`src/rtl/cordic_vectoring.sv`:
```
// Iterative vectoring-mode CORDIC: converts a Q5.27 Cartesian vector into
// atan2(y, x) and the CORDIC-gain-scaled magnitude, one micro-rotation per clock.
module cordic_vectoring #(
    parameter int WIDTH = 32,
    parameter int ITER  = 28
) (
    input  logic             clk,
    input  logic             rst,
    input  logic             start,
    input  logic [WIDTH-1:0] x_in,
    input  logic [WIDTH-1:0] y_in,
    output logic             busy,
    output logic             done,
    output logic [WIDTH-1:0] magnitude,
    output logic [WIDTH-1:0] angle
);

    localparam logic signed [WIDTH-1:0] PI     = WIDTH'(32'h1921_FB54);
    localparam logic signed [WIDTH-1:0] NEG_PI = WIDTH'(32'hE6DE_04AC);

    typedef enum logic {IDLE, RUN} state_t;

    state_t                  state_q, state_d;
    logic signed [WIDTH-1:0] x_q, y_q, z_q;
    logic signed [WIDTH-1:0] x_sh, y_sh, x_nxt, y_nxt, z_nxt, atan_val;
    logic [4:0]              iter_q;
    logic                    zero_flag_q;
    logic                    accept, last_iter;

    // atan(2^-i) in Q5.27; beyond i=8 the value is 2^-i to within rounding
    function automatic logic [31:0] atan_rom(input logic [4:0] idx);
        case (idx)
            5'd0:    return 32'h0648_7ED5;
            5'd1:    return 32'h03B5_8CE1;
            5'd2:    return 32'h01F5_B760;
            5'd3:    return 32'h00FE_ADD5;
            5'd4:    return 32'h007F_D56F;
            5'd5:    return 32'h003F_FAAB;
            5'd6:    return 32'h001F_FF55;
            5'd7:    return 32'h000F_FFEB;
            5'd8:    return 32'h0007_FFFD;
            default: return 32'h0004_0000 >> (idx - 5'd9);
        endcase
    endfunction

    // Micro-rotation: drive y toward zero, accumulating the rotated angle in z
    always_comb begin
        x_sh     = x_q >>> iter_q;
        y_sh     = y_q >>> iter_q;
        atan_val = WIDTH'(atan_rom(iter_q));
        if (!y_q[WIDTH-1]) begin
            x_nxt = x_q + y_sh;
            y_nxt = y_q - x_sh;
            z_nxt = z_q + atan_val;
        end else begin
            x_nxt = x_q - y_sh;
            y_nxt = y_q + x_sh;
            z_nxt = z_q - atan_val;
        end
    end

    always_comb begin
        state_d   = state_q;
        accept    = 1'b0;
        last_iter = 1'b0;
        case (state_q)
            IDLE: begin
                if (start) begin
                    accept  = 1'b1;
                    state_d = RUN;
                end
            end
            RUN: begin
                if (iter_q == 5'(ITER - 1)) begin
                    last_iter = 1'b1;
                    state_d   = IDLE;
                end
            end
            default: state_d = IDLE;
        endcase
    end

    assign busy = (state_q == RUN);

    always_ff @(posedge clk or posedge rst) begin
        if (rst) state_q <= IDLE;
        else     state_q <= state_d;
    end

    always_ff @(posedge clk or posedge rst) begin
        if (rst) begin
            x_q         <= '0;
            y_q         <= '0;
            z_q         <= '0;
            iter_q      <= '0;
            zero_flag_q <= 1'b0;
            done        <= 1'b0;
            magnitude   <= '0;
            angle       <= '0;
        end else begin
            done <= 1'b0;
            if (accept) begin
                iter_q      <= '0;
                zero_flag_q <= (x_in == '0) && (y_in == '0);
                // Left half-plane: rotate by pi so iterations start with x >= 0
                if (!x_in[WIDTH-1]) begin
                    x_q <= x_in;
                    y_q <= y_in;
                    z_q <= '0;
                end else begin
                    x_q <= -x_in;
                    y_q <= -y_in;
                    z_q <= y_in[WIDTH-1] ? NEG_PI : PI;
                end
            end else if (state_q == RUN) begin
                x_q    <= x_nxt;
                y_q    <= y_nxt;
                z_q    <= z_nxt;
                iter_q <= iter_q + 5'd1;
                if (last_iter) begin
                    done      <= 1'b1;
                    magnitude <= zero_flag_q ? '0 : x_nxt;
                    angle     <= zero_flag_q ? '0 : z_nxt;
                end
            end
        end
    end

endmodule

```
`config.mk`:
```
export PLATFORM = sky130hd
export DESIGN_NAME = cordic_vectoring
export DESIGN_NICKNAME = d
export VERILOG_FILES = /design/src/rtl/cordic_vectoring.sv
export SDC_FILE = /design/constraint.sdc
export NUM_CORES = 1
export LEC_CHECK = 0
export ABC_CLOCK_PERIOD_IN_PS = 8200
export CAP_MARGIN = 40
export CORE_ASPECT_RATIO = 0.6
export CORE_UTILIZATION = 39
export DETAILED_ROUTE_END_ITERATION = 7
export PLACE_DENSITY = 0.59
export SYNTH_ARGS = -nofsm -noshare
export SYNTH_HDL_FRONTEND = slang
export SYNTH_SLANG_ARGS = --single-unit
```
`constraint.sdc`:
```
create_clock -name clk -period 8.2 [get_ports clk]
set_input_delay 1.23 -clock clk [delete_from_list [all_inputs] [get_ports clk]]
set_output_delay 1.23 -clock clk [all_outputs]
set_load 0.02 [all_outputs]
```
**Yosys cells after proc, flatten, opt, wreduce, memory -nomap -nowiden**

Cells that the tools add are included.

- Flip-flop bits (word level): 168
- Bits in latches: 0
- Memory bits (writable): 0
- Bits in read-only memories: 0
- Bits of input ports: 67
- Output and inout bits: 66
- Word-level logic and storage cells: 66
- Memories kept: 0

- Add/sub/neg operators: 10
- Multiply operators: 0
- Divide/modulo/power cells: 0
- Order comparisons: 0
- Eq/ne operators: 9
- Shifts and indexed selects: 3
- Multiplexer cells: 27
- Bitwise logic cells: 2
- Reduce and logical (&&, ||, !) cells: 6

Operators with widths:

| operator | count |
|---|---|
| 32-bit 2-to-1 mux | 15 |
| 32-bit one-hot mux with 9 select lines | 1 |
| 32-bit adder | 3 |
| 32-bit subtractor | 3 |
| 32-bit logical NOT | 2 |
| 32-bit negator | 2 |
| 32-bit by 5-bit >>> shifter with 32-bit output | 2 |
| 19-bit by 5-bit >> shifter with 32-bit output (first input constant) | 1 |
| 5-bit by 3-bit equality test with 1-bit output (second input constant) | 4 |
| 5-bit by 2-bit equality test with 1-bit output (second input constant) | 2 |
| 5-bit 2-to-1 mux | 2 |
| 1-bit 2-to-1 mux | 8 |
| 5-bit by 1-bit adder with 5-bit output (second input constant) | 1 |
| 5-bit by 1-bit equality test with 1-bit output (second input constant) | 1 |
| 5-bit by 4-bit equality test with 1-bit output (second input constant) | 1 |
| 5-bit equality test (second input constant) | 1 |
| 5-bit logical NOT | 1 |
| 5-bit by 4-bit subtractor with 5-bit output (second input constant) | 1 |
| 3-bit AND reduction | 1 |
| 1-bit inverter | 2 |
| 1-bit one-hot mux with 2 select lines | 1 |
| 2-bit nonzero test | 1 |
| 1-bit logical AND | 1 |

**Longest topological paths before layout**

- Word-level depth: 7
- Gate-level depth with buffers: 32
- Depth with buffers taken out: 27

**Worst setup path before layout**

OpenSTA, ideal clock, no wires.

- Path kind: register to register
- From: register iter_q[0]
- To: register angle[30]
- Library setup time: 121 ps
- Arrival time: 6146 ps
- Required time: 8079 ps
- Path slack: 1933 ps
- Cell stages (with the launch flop): 29
- Path buffers: 5
- Period minus slack after synthesis: 6267 ps
- Path through: dfrtp_1 buf_4 clkinv_1 buf_2 clkbuf_1 ha_1 clkbuf_1 nand3b_1 a21o_1 and3_1 a32o_1 nor2_1 and4bb_2 and3_1 clkbuf_1 a31oi_1 xor2_1 ha_1 a21oi_1 o21ai_0 a31o_2 a21oi_1 o21ai_0 o21ai_0 a21oi_1 a31o_2 a311oi_1 xnor2_1 a22o_1

- Longest elaborated chain between the ends: 6
- Elaborated cells on any way between the ends: 20
- Those cells by class: add/sub (3); eq/ne (9); shift (1); mux (5); reduce/logical (2)

RTL lines:

| what | RTL line | RTL |
|---|---|---|
| from (decl) | 26 | `logic [4:0] iter_q;` |
| from (signal assigned) | 119 | `iter_q <= iter_q + 5'd1;` |
| 5-bit by 4-bit subtractor with 5-bit output | 42 | `default: return 32'h0004_0000 >> (idx - 5'd9);` |
| 19-bit by 5-bit >> shifter with 32-bit output | 42 |  |
| 32-bit one-hot mux with 9 select lines | 32 | `case (idx)` |
| 32-bit adder or 32-bit subtractor (tied branches) | 54, 58 |  |
| 32-bit 2-to-1 mux | 51 | `if (!y_q[WIDTH-1]) begin` |
| 32-bit 2-to-1 mux | 123 | `angle <= zero_flag_q ? '0 : z_nxt;` |
| to (signal assigned) | 123 |  |
| to (decl) | 15 | `output logic [WIDTH-1:0] angle` |

Several ways; a longest one is shown, not always the timed one.
A chain may end at the register's enable or synchronous reset.

**Worst setup path in the final report**

- From: register iter_q[1]
- To: register angle[31]

The elaborated chain is that of the path after synthesis.

==> results.ini <==
[hold_path]
min-delay-path-class = reg2reg

[cts]
clkTransAtPathRegs_ns = 0.08
holdBufCountCts = 0
root_buffer = sky130_fd_sc_hd__clkbuf_16
worst_skew_pair.late_latency_ns = 0.49
cts_setup_buffers = 0
cts_htree_levels = 4
post_cts_resized = 0
clock_sink_count = 168
cts_buffers = 17
ctsLongestPathBuffers = 2
tritoncts = done

[sta]
slew_headroom = 0.268
finalSetupViolations = 0
rsz0062_at_grt = false
timing.final.crit_period_ns = 7.21
final.period_utilization = 0.879
timing.final.max_slew_violations = 0
maxClockFrequency_mhz = 139
finalClockSkew_ns = 0.0182
fin_hold_ws_ns = 0.486
timing.setup.tns_ns = 0
report.final.hold_viol_count = 0
worst-slew-pin-transition_ns = 1.08

[worst_setup_path]
critPathLaunchType = register
critical_path_arrival_ns = 7.59
cpMostUsedCell = sky130_fd_sc_hd__ha_1
crit_required_ns = 8.58
endpoint_kind = register
timing.critical_path.fanout_max = 39
timing.critical_path.slowest_cell_delay_ns = 0.81
critPathSlowestCell = sky130_fd_sc_hd__dfrtp_4
setup.worst_path.class = reg2reg

[floorplanning]
coreArea_mm2 = 0.0483
starting_density_of_the_core = 0.399
die_width_um = 289
ports = 133
number_of_placement_rows = 62
die_extent_in_y_um = 174
design.die.area_mm2 = 0.0504

[layout]
final_layout_size_suffix_gt1_frac = 0.0931
antenna-diode-count = 0
finalInstanceArea_mm2 = 0.0216
post-route-util = 0.448
num-nets-final = 2565
area.growth.synth_to_final_pct = 12.2
n_fill_cell = 4766

[synth]
netlist_top_cells_area = sky130_fd_sc_hd__dfrtp_1, sky130_fd_sc_hd__ha_1, sky130_fd_sc_hd__mux4_2
ys_seq_elements = 168
postSynthAreaPerCell_um2 = 8.18
synthesis.instances = 2356
synth_ff_type = sky130_fd_sc_hd__dfrtp_1
synth.largest_area_cell = sky130_fd_sc_hd__dfrtp_1
sequential_element_share_of_the_synthesized_area = 0.218
synth-async-reset-ratio = 1.00
synth.cell_area_mm2 = 0.0193
synth_top_area_share = 0.218
number_of_warnings_reported_in_the_yosys_synthesis_log = 0
yosysMostFrequentCell = sky130_fd_sc_hd__nand2_1
synth_commonest_cells = sky130_fd_sc_hd__nand2_1, sky130_fd_sc_hd__nor2_1, sky130_fd_sc_hd__a21oi_1, sky130_fd_sc_hd__o21ai_0, sky130_fd_sc_hd__dfrtp_1
library_cells_used_by_synthesis = 101
number_of_synthesized_flops_with_an_enable_pin = 0
synthesis.nets = 2529

[global_route]
global_route_wire_length_before_repair_um = 110000
via_count_of_the_first_global_routing_pass = 17400
global_route.usage.total = 0.286
grt_max_degree = 74
grt_overflow = 0
grt_antenna_before_repair = 0

[placed_design]
placement.cell_area_mm2 = 0.0211
io_buffer_count = 132
place.detailed.hpwl_um = 54900
gp_congestion = 1.04

[detailed_routing]
detail_route.vias_per_cell = 6.26
dr_total_vias = 19100
drtPass1Iterations = 6
detail_route.wirelength_um = 72400
drt_antenna_net_count = 0
drc = 0
average_wire_length_per_cell_after_detail_routing_um = 23.8
drtIter0Drc = 1872

[flow_run]
max_cap_viol_count = 0

[outcome]
outcome = completed

## through the flow
stage | std cells | worst slack [ns]
final | 3045 | 0.990
after CTS | 3045 | 1.09
after global routing | 3045 | 0.252
after floorplan | 2356 | 1.93
after detailed placement | 3013 | 1.12
after global placement | 3010 | 1.28
## sequential cells by signal, summed over array words and instances (netlist names)
signal,cells
done,1
zero_flag_q,1
z_q,32
busy,1
iter_q,5
magnitude,32
angle,32
y_q,32
x_q,32
## worst paths after layout
check	from	to	slack, ns	depth (start not counted)
worst max-delay path	iter_q[1]	angle[31]	0.99	26
worst min-delay path	angle[2]	angle[2]	0.49	2
worst max register to register	iter_q[1]	angle[31]	0.99	26
worst min register to register	angle[2]	angle[2]	0.49	2
max in group asynchronous	rst	y_q[11]	5.75	3
min in group asynchronous	rst	magnitude[3]	1.17	2
## cell usage in the layout, fill, tap and decap left out, types with 12 or more instances in the layout
master	Yosys	final
sky130_fd_sc_hd__nor2_1	229	228
sky130_fd_sc_hd__a21oi_1	196	195
sky130_fd_sc_hd__clkbuf_16	0	17
sky130_fd_sc_hd__o21ai_0	196	196
sky130_fd_sc_hd__nor3_1	32	32
sky130_fd_sc_hd__o31ai_1	40	40
sky130_fd_sc_hd__mux2_2	38	38
sky130_fd_sc_hd__mux4_2	56	56
sky130_fd_sc_hd__nand2b_1	25	25
sky130_fd_sc_hd__xnor2_1	85	85
sky130_fd_sc_hd__and3_1	15	15
sky130_fd_sc_hd__o21a_1	16	16
sky130_fd_sc_hd__ha_1	103	103
sky130_fd_sc_hd__nand3_1	34	34
sky130_fd_sc_hd__dfrtp_1	168	162
sky130_fd_sc_hd__or3_1	18	17
sky130_fd_sc_hd__or2_2	12	12
sky130_fd_sc_hd__nor2b_1	32	32
sky130_fd_sc_hd__a21o_1	53	53
sky130_fd_sc_hd__and2_1	20	20
sky130_fd_sc_hd__buf_4	4	37
sky130_fd_sc_hd__mux2i_1	57	57
sky130_fd_sc_hd__a31oi_1	33	33
sky130_fd_sc_hd__xor2_1	127	127
sky130_fd_sc_hd__a211oi_1	24	24
sky130_fd_sc_hd__a22oi_1	16	16
sky130_fd_sc_hd__nand2_1	230	230
sky130_fd_sc_hd__o211ai_1	28	28
sky130_fd_sc_hd__a22o_1	55	55
sky130_fd_sc_hd__clkdlybuf4s50_1	0	130
sky130_fd_sc_hd__inv_1	51	49
## cells by family after synthesis
group                    share of synthesized area
AO/OA/AOI/OAI                                0.269
adder cells (fa/ha/maj)                     0.0700
XOR/XNOR                                    0.0971
AND/OR/NAND/NOR                              0.174
flip-flops                                   0.218
multiplexers                                 0.125
buffers and inverters                       0.0474
## area by class of cell
cell class,instances,area (um2),area share
clock buffer,17,425,0.0197
clock inverter,15,153,0.00706
inverter,55,211,0.00978
multi-input combinational,1978,14200,0.655
sequential,168,4220,0.195
tap,640,801,0.0370
timing repair buffer,172,1650,0.0762
## worst max-delay path, delay by kind of cell, from the launching register on
family | cells | cell delay [ns]
compound gates | 11 | 2.43
xor+xnor | 2 | 0.35
fa+ha+maj | 3 | 0.99
buf+inv | 2 | 0.45
flops | 1 | 0.81
simple gates | 8 | 2.04
## layer usage
layer  wire length [um]  vias up  part of all wire  GRT usage
li1                   -     8815                 -          -
met1              36300     9383              0.50      0.452
met2              28600      821              0.39      0.378
met3               6670       52             0.092     0.0768
met4                764        2             0.011     0.0463
met5                122        -            0.0017     0.0173
Power is not shown: default switching activity piles up to over one toggle a cycle in this logic, so the estimate is an artifact.
